==> src/rtl/key_debounce_if.sv <==
// Key signal bundle: raw mechanical key in, debounced level and long-press pulse out.
interface key_debounce_if;
    logic key_raw;
    logic key_out;
    logic long_press;

    modport master (
        output key_raw,
        input  key_out,
        input  long_press
    );

    modport slave (
        input  key_raw,
        output key_out,
        output long_press
    );
endinterface

==> src/rtl/key_debounce.sv <==
// Mechanical key debouncer: 2-flop synchronizer feeding a 4-state debounce FSM.
// Define KEY_DEBOUNCE_LONG_PRESS_EN to build the long-press counter and pulse.
module key_debounce #(
    parameter int unsigned DB_CYCLES   = 1000000,
    parameter int unsigned CNT_W       = 20,
    parameter bit          ACTIVE_LOW  = 1'b1,
    parameter int unsigned LONG_CYCLES = 50000000
) (
    input  logic             clk,
    input  logic             rst,
    key_debounce_if.slave    bus,
    output logic [1:0]       o_dbg_state,
    output logic [CNT_W-1:0] o_dbg_cnt
);

    typedef enum logic [1:0] {
        ST_RELEASED     = 2'd0,
        ST_PRESS_WAIT   = 2'd1,
        ST_PRESSED      = 2'd2,
        ST_RELEASE_WAIT = 2'd3
    } state_t;

    localparam logic [CNT_W-1:0] DB_LAST = CNT_W'(DB_CYCLES - 1);

    logic             r_sync1;
    logic             r_sync2;
    logic             w_s;
    state_t           r_state;
    logic [CNT_W-1:0] r_cnt;
    logic             r_key_out;

    // Synchronizer idles at the released level so reset never looks like a press.
    always_ff @(posedge clk) begin
        if (rst) begin
            r_sync1 <= ACTIVE_LOW;
            r_sync2 <= ACTIVE_LOW;
        end else begin
            r_sync1 <= bus.key_raw;
            r_sync2 <= r_sync1;
        end
    end

    assign w_s = r_sync2 ^ ACTIVE_LOW;

`ifdef KEY_DEBOUNCE_LONG_PRESS_EN
    localparam int unsigned    LW        = $clog2(LONG_CYCLES) + 1;
    localparam logic [LW-1:0] LONG_LAST = LW'(LONG_CYCLES - 1);

    logic [LW-1:0] r_long_cnt;
    logic          r_long_done;
    logic          r_long_press;
`endif

    always_ff @(posedge clk) begin
        if (rst) begin
            r_state   <= ST_RELEASED;
            r_cnt     <= '0;
            r_key_out <= 1'b0;
`ifdef KEY_DEBOUNCE_LONG_PRESS_EN
            r_long_cnt   <= '0;
            r_long_done  <= 1'b0;
            r_long_press <= 1'b0;
`endif
        end else begin
`ifdef KEY_DEBOUNCE_LONG_PRESS_EN
            // Hold time keeps counting through a release bounce; done flag limits one pulse per press.
            r_long_press <= 1'b0;
            if (r_state == ST_PRESSED || r_state == ST_RELEASE_WAIT) begin
                if (r_long_cnt != LONG_LAST) begin
                    r_long_cnt <= r_long_cnt + LW'(1);
                end else if (!r_long_done) begin
                    r_long_press <= 1'b1;
                    r_long_done  <= 1'b1;
                end
            end
`endif
            case (r_state)
                ST_RELEASED: begin
                    if (w_s) begin
                        r_state <= ST_PRESS_WAIT;
                        r_cnt   <= '0;
                    end
                end
                ST_PRESS_WAIT: begin
                    if (!w_s) begin
                        r_state <= ST_RELEASED;
                        r_cnt   <= '0;
                    end else if (r_cnt == DB_LAST) begin
                        r_state   <= ST_PRESSED;
                        r_cnt     <= '0;
                        r_key_out <= 1'b1;
                    end else begin
                        r_cnt <= r_cnt + CNT_W'(1);
                    end
                end
                ST_PRESSED: begin
                    if (!w_s) begin
                        r_state <= ST_RELEASE_WAIT;
                        r_cnt   <= '0;
                    end
                end
                ST_RELEASE_WAIT: begin
                    if (w_s) begin
                        r_state <= ST_PRESSED;
                        r_cnt   <= '0;
                    end else if (r_cnt == DB_LAST) begin
                        r_state   <= ST_RELEASED;
                        r_cnt     <= '0;
                        r_key_out <= 1'b0;
`ifdef KEY_DEBOUNCE_LONG_PRESS_EN
                        r_long_cnt  <= '0;
                        r_long_done <= 1'b0;
`endif
                    end else begin
                        r_cnt <= r_cnt + CNT_W'(1);
                    end
                end
                default: begin
                    r_state <= ST_RELEASED;
                    r_cnt   <= '0;
                end
            endcase
        end
    end

    assign bus.key_out = r_key_out;
`ifdef KEY_DEBOUNCE_LONG_PRESS_EN
    assign bus.long_press = r_long_press;
`else
    assign bus.long_press = 1'b0;
`endif

    assign o_dbg_state = r_state;
    assign o_dbg_cnt   = r_cnt;

endmodule
==> src/flat_wrapper.sv <==
// flat-port wrapper written by rule: the top's interface ports become plain ports
module key_debounce_flat 
#(
    parameter int unsigned DB_CYCLES   = 1000000,
    parameter int unsigned CNT_W       = 20,
    parameter bit          ACTIVE_LOW  = 1'b1,
    parameter int unsigned LONG_CYCLES = 50000000
)
  (clk, rst, o_dbg_state, o_dbg_cnt, bus_key_raw, bus_key_out, bus_long_press);
  key_debounce_if bus_i ();
  input  logic clk;
  input  logic rst;
  output logic [1:0] o_dbg_state;
  output logic [CNT_W-1:0] o_dbg_cnt;
  input wire logic [$bits(bus_i.key_raw)-1:0] bus_key_raw;
  output wire logic [$bits(bus_i.key_out)-1:0] bus_key_out;
  output wire logic [$bits(bus_i.long_press)-1:0] bus_long_press;
  assign bus_i.key_raw = bus_key_raw;
  assign bus_key_out = bus_i.key_out;
  assign bus_long_press = bus_i.long_press;
  key_debounce #(.DB_CYCLES(DB_CYCLES), .CNT_W(CNT_W), .ACTIVE_LOW(ACTIVE_LOW), .LONG_CYCLES(LONG_CYCLES)) u_core (.clk(clk), .rst(rst), .bus(bus_i), .o_dbg_state(o_dbg_state), .o_dbg_cnt(o_dbg_cnt));
endmodule
==> config.mk <==
export PLATFORM = sky130hd
export DESIGN_NAME = key_debounce_flat
export DESIGN_NICKNAME = d
export VERILOG_FILES = /design/src/rtl/key_debounce_if.sv /design/src/rtl/key_debounce.sv /design/src/flat_wrapper.sv
export SDC_FILE = /design/constraint.sdc
export NUM_CORES = 1
export LEC_CHECK = 0
export BUFFER_PORTS_ARGS = -buffer_cell sky130_fd_sc_hd__buf_4
export CAP_MARGIN = 40
export CORE_MARGIN = 2
export CORE_UTILIZATION = 53
export DETAILED_ROUTE_END_ITERATION = 8
export GPL_TIMING_DRIVEN = 0
export PLACE_DENSITY_LB_ADDON = 0.05
export RECOVER_POWER = 50
export SLEW_MARGIN = 25
export SYNTH_ARGS = -nofsm -noshare
export SYNTH_HDL_FRONTEND = slang
export SYNTH_SLANG_ARGS = --single-unit
==> constraint.sdc <==
create_clock -name clk -period 2.4 [get_ports clk]
set_input_delay 0.48 -clock clk [delete_from_list [all_inputs] [get_ports clk]]
set_output_delay 0.48 -clock clk [all_outputs]
set_load 0.01 [all_outputs]
; After elaboration in Yosys (flattened, before gate mapping)
; Cells that the tools add are included.
[totals]
output_inout_bits = 24
in_bits = 3
regBits = 25
[op_classes]
eq_ne = 12
n_addsub = 1
n_reduce_logical = 5
muxes = 18
[ops]
columns = op, n
row1 = 2-to-1 mux 20 bit, 5
row2 = one-hot mux 20 bit (4 select lines), 1
row3 = adder 20 x 1 -> 20 bit (second input constant), 1
row4 = equality test 20 bit (second input constant), 1
row5 = 2-to-1 mux 2 bit, 6
row6 = != test 2 x 1 -> 1 bit (second input constant), 4
row7 = one-hot mux 2 bit (4 select lines), 1
row8 = AND reduction 5 bit, 1
row9 = equality test 2 bit (second input constant), 2
row10 = 2-to-1 mux 1 bit, 4
row11 = != test 2 bit (second input constant), 2
row12 = AND reduction 4 bit, 1
row13 = != test 3 x 1 -> 1 bit (second input constant), 1
row14 = != test 3 bit (second input constant), 1
row15 = equality test 2 x 1 -> 1 bit (second input constant), 1
row16 = logical NOT 2 bit, 1
row17 = one-hot mux 1 bit (2 select lines), 1
row18 = AND reduction 2 bit, 1
row19 = nonzero test 2 bit, 1

; Longest topological paths before layout
; Gate-level depths: netlist (run 1).
[logic_depth]
word_depth = 4
mapped_depth = 7
depth_no_buf = 6

; Worst setup path before layout (run 1)
; OpenSTA, ideal clock, no wires.
[synth_timing]
kind = reg-to-reg
start = register u_core.r_cnt[0] (netlist: u_core.o_dbg_cnt[0])
end = register u_core.r_cnt[16] (netlist: u_core.o_dbg_cnt[16])
path_stages_with_launch = 8
period_less_slack_ns = 1.759
t_required_ns = 2.330
t_arrival_ns = 1.690
setup_slack_ns = 0.641
path_buffers = 1
path_cell_list = dfxtp_1 > ha_1 > and3_1 > and4_4 > a211oi_4 > buf_6 > a41oi_2 > a21oi_1
[synth_via]
elab_chain_cells = 4
elab_cells_between_ends = 6
classes_between = 1 x add/sub / 1 x eq/ne / 4 x mux
[synth_lines]
columns = item, line
row1 = start: declaration, key_debounce.sv:29  ; logic [CNT_W-1:0] r_cnt;
row2 = start signal: assignment, key_debounce.sv:93  ; r_cnt <= r_cnt + CNT_W'(1);
row3 = start signal: assignment, key_debounce.sv:115  ; r_cnt <= r_cnt + CNT_W'(1);
row4 = adder 20 x 1 -> 20 bit / equality test 20 bit (equally long branches), -
row5 = 2-to-1 mux 20 bit *, "key_debounce.sv:88, key_debounce.sv:106"
row6 = "2-to-1 mux 20 bit, on equally long branches", "key_debounce.sv:103, key_debounce.sv:85"
row7 = one-hot mux 20 bit (4 select lines) *, key_debounce.sv:77  ; case (r_state)
; Every way passes the cells marked *; elsewhere a longest branch is shown, timed or not.
; A chain may end at the register's enable or synchronous reset.

; Final worst setup path (run 1)
[layout_timing]
start = register u_core.r_cnt[0] (netlist: u_core.o_dbg_cnt[0])
end = register u_core.r_cnt[14] (netlist: u_core.o_dbg_cnt[14])
; Same word-level chain as after synthesis.

==> qor.yml, run 1 <==
final_layout_size_suffix_gt1_share_pct: 12.8
hold_viol: 0
syn_inst: 149
synth_ff_type: "dfxtp_1"
wl_per_cell_um: 14.2
cts_resized: 0
ctsHoldBuffers: 0
preCtsSetupSlack_ns: 0.412
drcViolationCount: 0
synth_commonest_cells: "dfxtp_1, nand2_1, a31oi_1"
start_util_pct: 57.1
skew_ns: 0.00280
grt_pass1_vias: 1034
critPathMaxFanout: 10
cp-start-kind: "flop"
synth_area_sq_mm: 0.00129
ys_warn_count: 0
post_cts_buffers: 0
total_power_mw: 0.642
grt_first_pass_wirelength_um: 4540
yosysTopAreaCellShare_pct: 38.9
pwr_density_cell_mw_per_mm2: 440
wl_um: 2950
clock_latency_ns: 0.32
required_ns: 2.65
synth_edf_count: 0
cts.clk_slew.worst_paths_ns: 0.13
ys_top_cells_by_area: "dfxtp_1, a31oi_1, nand2_1"
die_y_um: 53.3
final.setup.worst_slack_ns: 0.380
vias_per_cell: 5.88
num_rows: 17
rsz0062_at_grt: "no"
finalCriticalPeriod_ns: 2.02
max-vdd-ir-drop_mv: 0.350
fin_tns_setup_ns: 0
port_buffers: 25
syn_to_final_growth_pct: 13.3
die_x_um: 53.3
clockBufferDepth: 2
vias: 1217
cts_max_level: 1
finalCritPeriodShare_pct: 84.2
antenna_found_initial: 0
place_congestion: 0.774
cp-end-kind: "flop"
final_area_sq_mm: 0.00146
syn_nets: 153
synth_most_common_cell: "dfxtp_1"
worstMarginPinSlew_ns: 0.502
cts_buffers: 3
grt_max_degree: 14
cp.arrival_ns: 2.27
drv_cap: 0
cts_tree: "yes"
p_leak_nw: 0.501
dr.pass1.iters: 4
status: "completed"
syn_area_per_cell_sq_um: 8.64
cts.sinks: 25
yosys.area.top_type: "dfxtp_1"
ys_seq_area_share_pct: 38.9
yosys.cell_types.count: 44
antenna_cells: 0
async_flop_share_pct: 0
nets: 184
place_area_sq_mm: 0.00152
slew_headroom_pct: 66.3
timing.fmax_ghz: 0.495
whs_ns: 0.336
grt_use_total_pct: 22.2
cts_root_buf: "clkbuf_4"
ys_ff_latch: 25
core_area_sq_mm: 0.00225
drtIter0Drc: 27
die_area_sq_mm: 0.00284
globalRouteOverflowTotal: 0
setup_viol: 0
hpwl_um: 2160
crit_type: "reg2reg"
pin_count: 27
hold_path.class: "in2reg"
ant_nets: 0
slew_violations: 0
-- layout make-up --
cell class              instances  area (sq um)
fillers                       235           796
multi-input cells             115           734
clock buffers                   4          26.3
repair buffers                 26           110
flip-flops and latches         25           500
plain buffers                   5          37.5
inverters                       4          15.0
well taps                      28          35.0
-- state kept, by name, summed over array words and instances (netlist names), named ones only --
name,flops
u_core.o_dbg_cnt,20
u_core.bus.key_out,1
u_core.r_sync1,1
u_core.o_dbg_state,1
u_core.r_sync2,1
-- placed cells by master (no fill, tap or decap), types with 2 or more instances in the layout --
master,n
inv_1,4
dfxtp_1,25
o21ai_1,6
a21oi_1,11
buf_6,2
nand2_1,17
mux2i_1,2
or3_1,4
clkbuf_1,24
and3_1,3
nor2_1,8
nor2b_1,2
nand4_1,5
a31oi_1,12
nor3_1,3
xnor2_1,2
o21ai_0,3
or2_2,3
clkbuf_4,3
and4_4,2
nand3_1,8
nand2b_1,3
buf_4,4
-- final timing paths --
check	from	end	slack, ns	depth (start not counted)
worst max-delay path	u_core.o_dbg_cnt[0]	u_core.o_dbg_cnt[14]	0.38	7
worst min-delay path	bus_key_raw	u_core.r_sync1	0.34	2
worst max register to register	u_core.o_dbg_cnt[0]	u_core.o_dbg_cnt[14]	0.38	7
worst min register to register	u_core.r_sync1	u_core.r_sync2	0.43	1
-- report_power, final --
part           leakage [nW]  switching [mW]  internal [mW]
logic                 0.284          0.0199         0.0119
clock network        0.0150           0.124         0.0651
registers             0.202         0.00315          0.418
-- critical path: stages (launching register included) --
cell      delay, ns
dfxtp_1        0.38
ha_1           0.25
and3_1         0.25
and4_4         0.19
a211oi_4       0.41
buf_6          0.21
nand2_1        0.07
a31oi_1        0.19
-- metal layers --
metal	GRT usage, %	vias up	routed length (um)
met5	0	-	0
met2	37.2	26	1420
li1	-	610	-
met4	9.83	0	23
met3	2.54	4	115
met1	28.2	577	1390
-- stage by stage --
stage               instances  utilization (%)
detailed placement        203             67.2
floorplan                 149                -
global route              207             64.7
global placement          202             67.0
CTS                       207             68.4
finish                    207             64.7
-- logic make-up (layout without fill, tap and decap cells) --
| kind of cell | after synthesis | after routing | synth area share [%] |
|---|---|---|---|
| and+or+nand+nor | 65 | 65 | 28.9 |
| muxes | 2 | 2 | 1.55 |
| AOI/OAI and AO/OA | 42 | 42 | 22.1 |
| xor gates and xnor gates | 4 | 4 | 3.30 |
| other | 1 | 1 | 0.291 |
| buffers and inverters | 9 | 39 | 4.08 |
| DFF | 25 | 25 | 38.9 |
| adders and majority gates | 1 | 1 | 0.972 |
No activity file was read; power rests on OpenSTA's default activity.
==> run 2, diff against run 1 <==
--- a/config.mk
+++ b/config.mk
@@ -5,10 +5,11 @@
 export SDC_FILE = /design/constraint.sdc
 export NUM_CORES = 1
 export LEC_CHECK = 0
+export ABC_AREA = 1
 export BUFFER_PORTS_ARGS = -buffer_cell sky130_fd_sc_hd__buf_4
 export CAP_MARGIN = 40
 export CORE_MARGIN = 2
-export CORE_UTILIZATION = 53
+export CORE_UTILIZATION = 50
 export DETAILED_ROUTE_END_ITERATION = 8
 export GPL_TIMING_DRIVEN = 0
 export PLACE_DENSITY_LB_ADDON = 0.05
==> constraint.sdc (replaced) <==
create_clock -name clk -period 1.6 [get_ports clk]
set_input_delay 0.32 -clock clk [delete_from_list [all_inputs] [get_ports clk]]
set_output_delay 0.32 -clock clk [all_outputs]
set_load 0.01 [all_outputs]
==> run 2 against run 1 <==
  * Worst hold slack got worse by 0.17 ns
  * Flip-flop and latch count unchanged
  * Clock power increased by 53%
  * Critical path type unchanged
  * Utilization decreased by 1.5 points
  * Highest routed layer unchanged
  * Total power increased by 74%
  * Critical endpoint is now u_core.o_dbg_cnt[8]
  * Sequential power increased by 54%
  * Critical path depth unchanged
  * Worst setup slack got worse by 0.30 ns
==> qor.yml, run 2 <==
antenna_cells: 0  # unchanged
cp-start-kind: "flop"
synth_commonest_cells: "nand2_1, inv_1, nor2_1"
ys_top_cells_by_area: "dfxtp_1, nand2_1, inv_1"
final_area_sq_mm: 0.00190  # +30%
yosys.area.top_type: "dfxtp_1"
max_stage_delay_ns: 0.40  # about the same
ant_nets: 0  # unchanged
utilization_pct: 63.2  # -1.5 points
critPathMaxFanout: 5  # -5
grt_pass1_vias: 1360  # +32%
max-vdd-ir-drop_mv: 0.243  # -31%
wl_um: 3790  # +29%
start_util_pct: 51.3  # -5.8 points
cts.clk_slew.worst_paths_ns: 0.14  # about the same
yosys.cell_types.count: 29  # -34%
synth_ff_type: "dfxtp_1"
final_common_cell: "nand2_1"
dr.pass1.iters: 4  # unchanged
port_buffers: 25  # unchanged
pwr_density_cell_mw_per_mm2: 587  # +33%
antenna_found_initial: 0  # unchanged
layoutNonFillerInstCount: 304  # +47%
fin_tns_setup_ns: 0  # unchanged
finalCritPeriodShare_pct: 94.9  # +11 points
clockBufferDepth: 2  # unchanged
grt_use_total_pct: 23.0  # +0.78 points
synth_edf_count: 0  # unchanged
die_y_um: 59.5  # +12%
cts_root_buf: "clkbuf_4"
synth_area_sq_mm: 0.00154  # +20%
layout_common_cells: "nand2_1, buf_4, inv_1, nor2_1, dfxtp_1"
slew_headroom_pct: 53.3  # -13 points
final.setup.worst_slack_ns: 0.0821  # -0.298 ns
ys_ff_latch: 25  # unchanged
grt_max_degree: 15  # +1
vias_per_cell: 5.11  # -13%
p_leak_nw: 0.756  # +51%
preCtsSetupSlack_ns: -0.0752  # -0.487 ns
required_ns: 1.84  # -0.81 ns
crit_path_cell_trace: "ha_4 > nand3_4 > nor2_4 > nand4_1 > nand2_2 > nor2_2 > o21a_1"
skew_ns: 0.00214  # -0.000664 ns
hpwl_um: 2660  # +23%
ys_seq_area_share_pct: 32.5  # -6.4 points
core_area_sq_mm: 0.00300  # +33%
whs_ns: 0.168  # -0.169 ns
finalCriticalPeriod_ns: 1.52  # -0.502 ns
cts_tree: "yes"
status: "completed"
die_x_um: 59.5  # +12%
crit_type: "reg2reg"
timing.fmax_ghz: 0.659  # +33%
globalRouteOverflowTotal: 0  # unchanged
ys_warn_count: 0  # unchanged
die_area_sq_mm: 0.00354  # +25%
place_area_sq_mm: 0.00177  # +17%
syn_inst: 235  # +58%
pin_count: 27  # unchanged
syn_nets: 239  # +56%
cts_buffers: 3  # unchanged
hold_path.class: "in2reg"
setup_viol: 0  # unchanged
place_congestion: 0.886  # +15%
wl_per_cell_um: 12.5  # -12%
cp-end-kind: "flop"
ctsHoldBuffers: 0  # unchanged
final_layout_size_suffix_gt1_share_pct: 30.6  # +18 points
drv_cap: 0  # unchanged
syn_to_final_growth_pct: 23.2
largest_reg_flops: 20  # unchanged
cp.arrival_ns: 1.76  # -0.51 ns
cts_max_level: 1  # unchanged
dp.cells: 293  # +44%
synth_most_common_cell: "nand2_1"
nets: 276  # +50%
hold_viol: 0  # unchanged
worstMarginPinSlew_ns: 0.701  # +0.199 ns
syn_area_per_cell_sq_um: 6.56  # -24%
vias: 1552  # +28%
num_rows: 20  # +3
cts.sinks: 25  # unchanged
async_flop_share_pct: 0  # unchanged
total_power_mw: 1.12  # +74%
clock_latency_ns: 0.32  # about the same
yosysTopAreaCellShare_pct: 32.5  # -6.4 points
grt_first_pass_wirelength_um: 6110  # +34%
drcViolationCount: 0  # unchanged
rsz0062_at_grt: "yes"
slew_violations: 0  # unchanged
drtIter0Drc: 72  # +170%
critPathSlowestCell: "dfxtp_4"
fillers: 310  # +32%
## run 2: cell types whose count changed in the layout (fill, tap and decap cells not counted), moves of 12 or more
cell / delta
buf_4: +27
inv_1: +22
a31oi_1: -12
nor2_1: +16
nand2_1: +50
clkbuf_1: -20
## run 2: cells by family (layout without fill, tap and decap cells)
kind of cell,Yosys count,count (layout),share of synthesized area [%]
xor gates and xnor gates,2,2,1.14
other,1,1,0.243
buffers and inverters,32,68,8.60
adders and majority gates,1,1,0.812
AOI/OAI and AO/OA,31,31,12.3
and+or+nand+nor,143,143,44.5
DFF,25,25,32.5
## run 2: area by class of cell
class / instances / area, sq um / area share [%]
repair buffers: 32 / 233 / 12.3
multi-input cells: 178 / 948 / 49.9
plain buffers: 5 / 33.8 / 1.78
inverters: 27 / 101 / 5.34
clock inverters: 1 / 5.00 / 0.264
well taps: 33 / 41.3 / 2.17
clock buffers: 3 / 22.5 / 1.19
flip-flops and latches: 25 / 514 / 27.1
## run 2: final timing paths
path                                            end                 from  cells past startpoint  slack [ns]
worst max-delay path            u_core.o_dbg_cnt[8]  u_core.o_dbg_cnt[1]                      7        0.08
worst min register to register       u_core.r_sync2       u_core.r_sync1                      1        0.44
worst min-delay path                 u_core.r_sync1          bus_key_raw                      2        0.17
worst max register to register  u_core.o_dbg_cnt[8]  u_core.o_dbg_cnt[1]                      7        0.08
## run 2: where the power goes
group	switching [mW]	leakage (nW)	internal (mW)
sequential	0.0168	0.206	0.630
combinational	0.111	0.532	0.0678
clock	0.196	0.0177	0.0938
## run 2: routing by layer
| metal | vias up | GRT usage [%] | routed length, um | part of all wire (%) |
|---|---|---|---|---|
| met5 | - | 0 | 0 | 0 |
| met4 | 0 | 13.7 | 94 | 2.5 |
| met3 | 9 | 2.62 | 124 | 3.3 |
| met2 | 33 | 34.1 | 1690 | 44 |
| met1 | 689 | 31.8 | 1890 | 50 |
| li1 | 821 | - | - | - |
## run 2: what timing repair did
item,CTS,global route
pin swaps,2,6
buffers inserted,1,6
gates cloned,0,0
resized for setup,4,15
endpoints found under the setup margin,18,20
## run 2: worst max-delay path: cells and delay by family (launching register included)
family	cells	cell delay [ns]
AOI/OAI and AO/OA	1	0.15
adders and majority gates	1	0.17
and+or+nand+nor	5	0.70
DFF	1	0.40
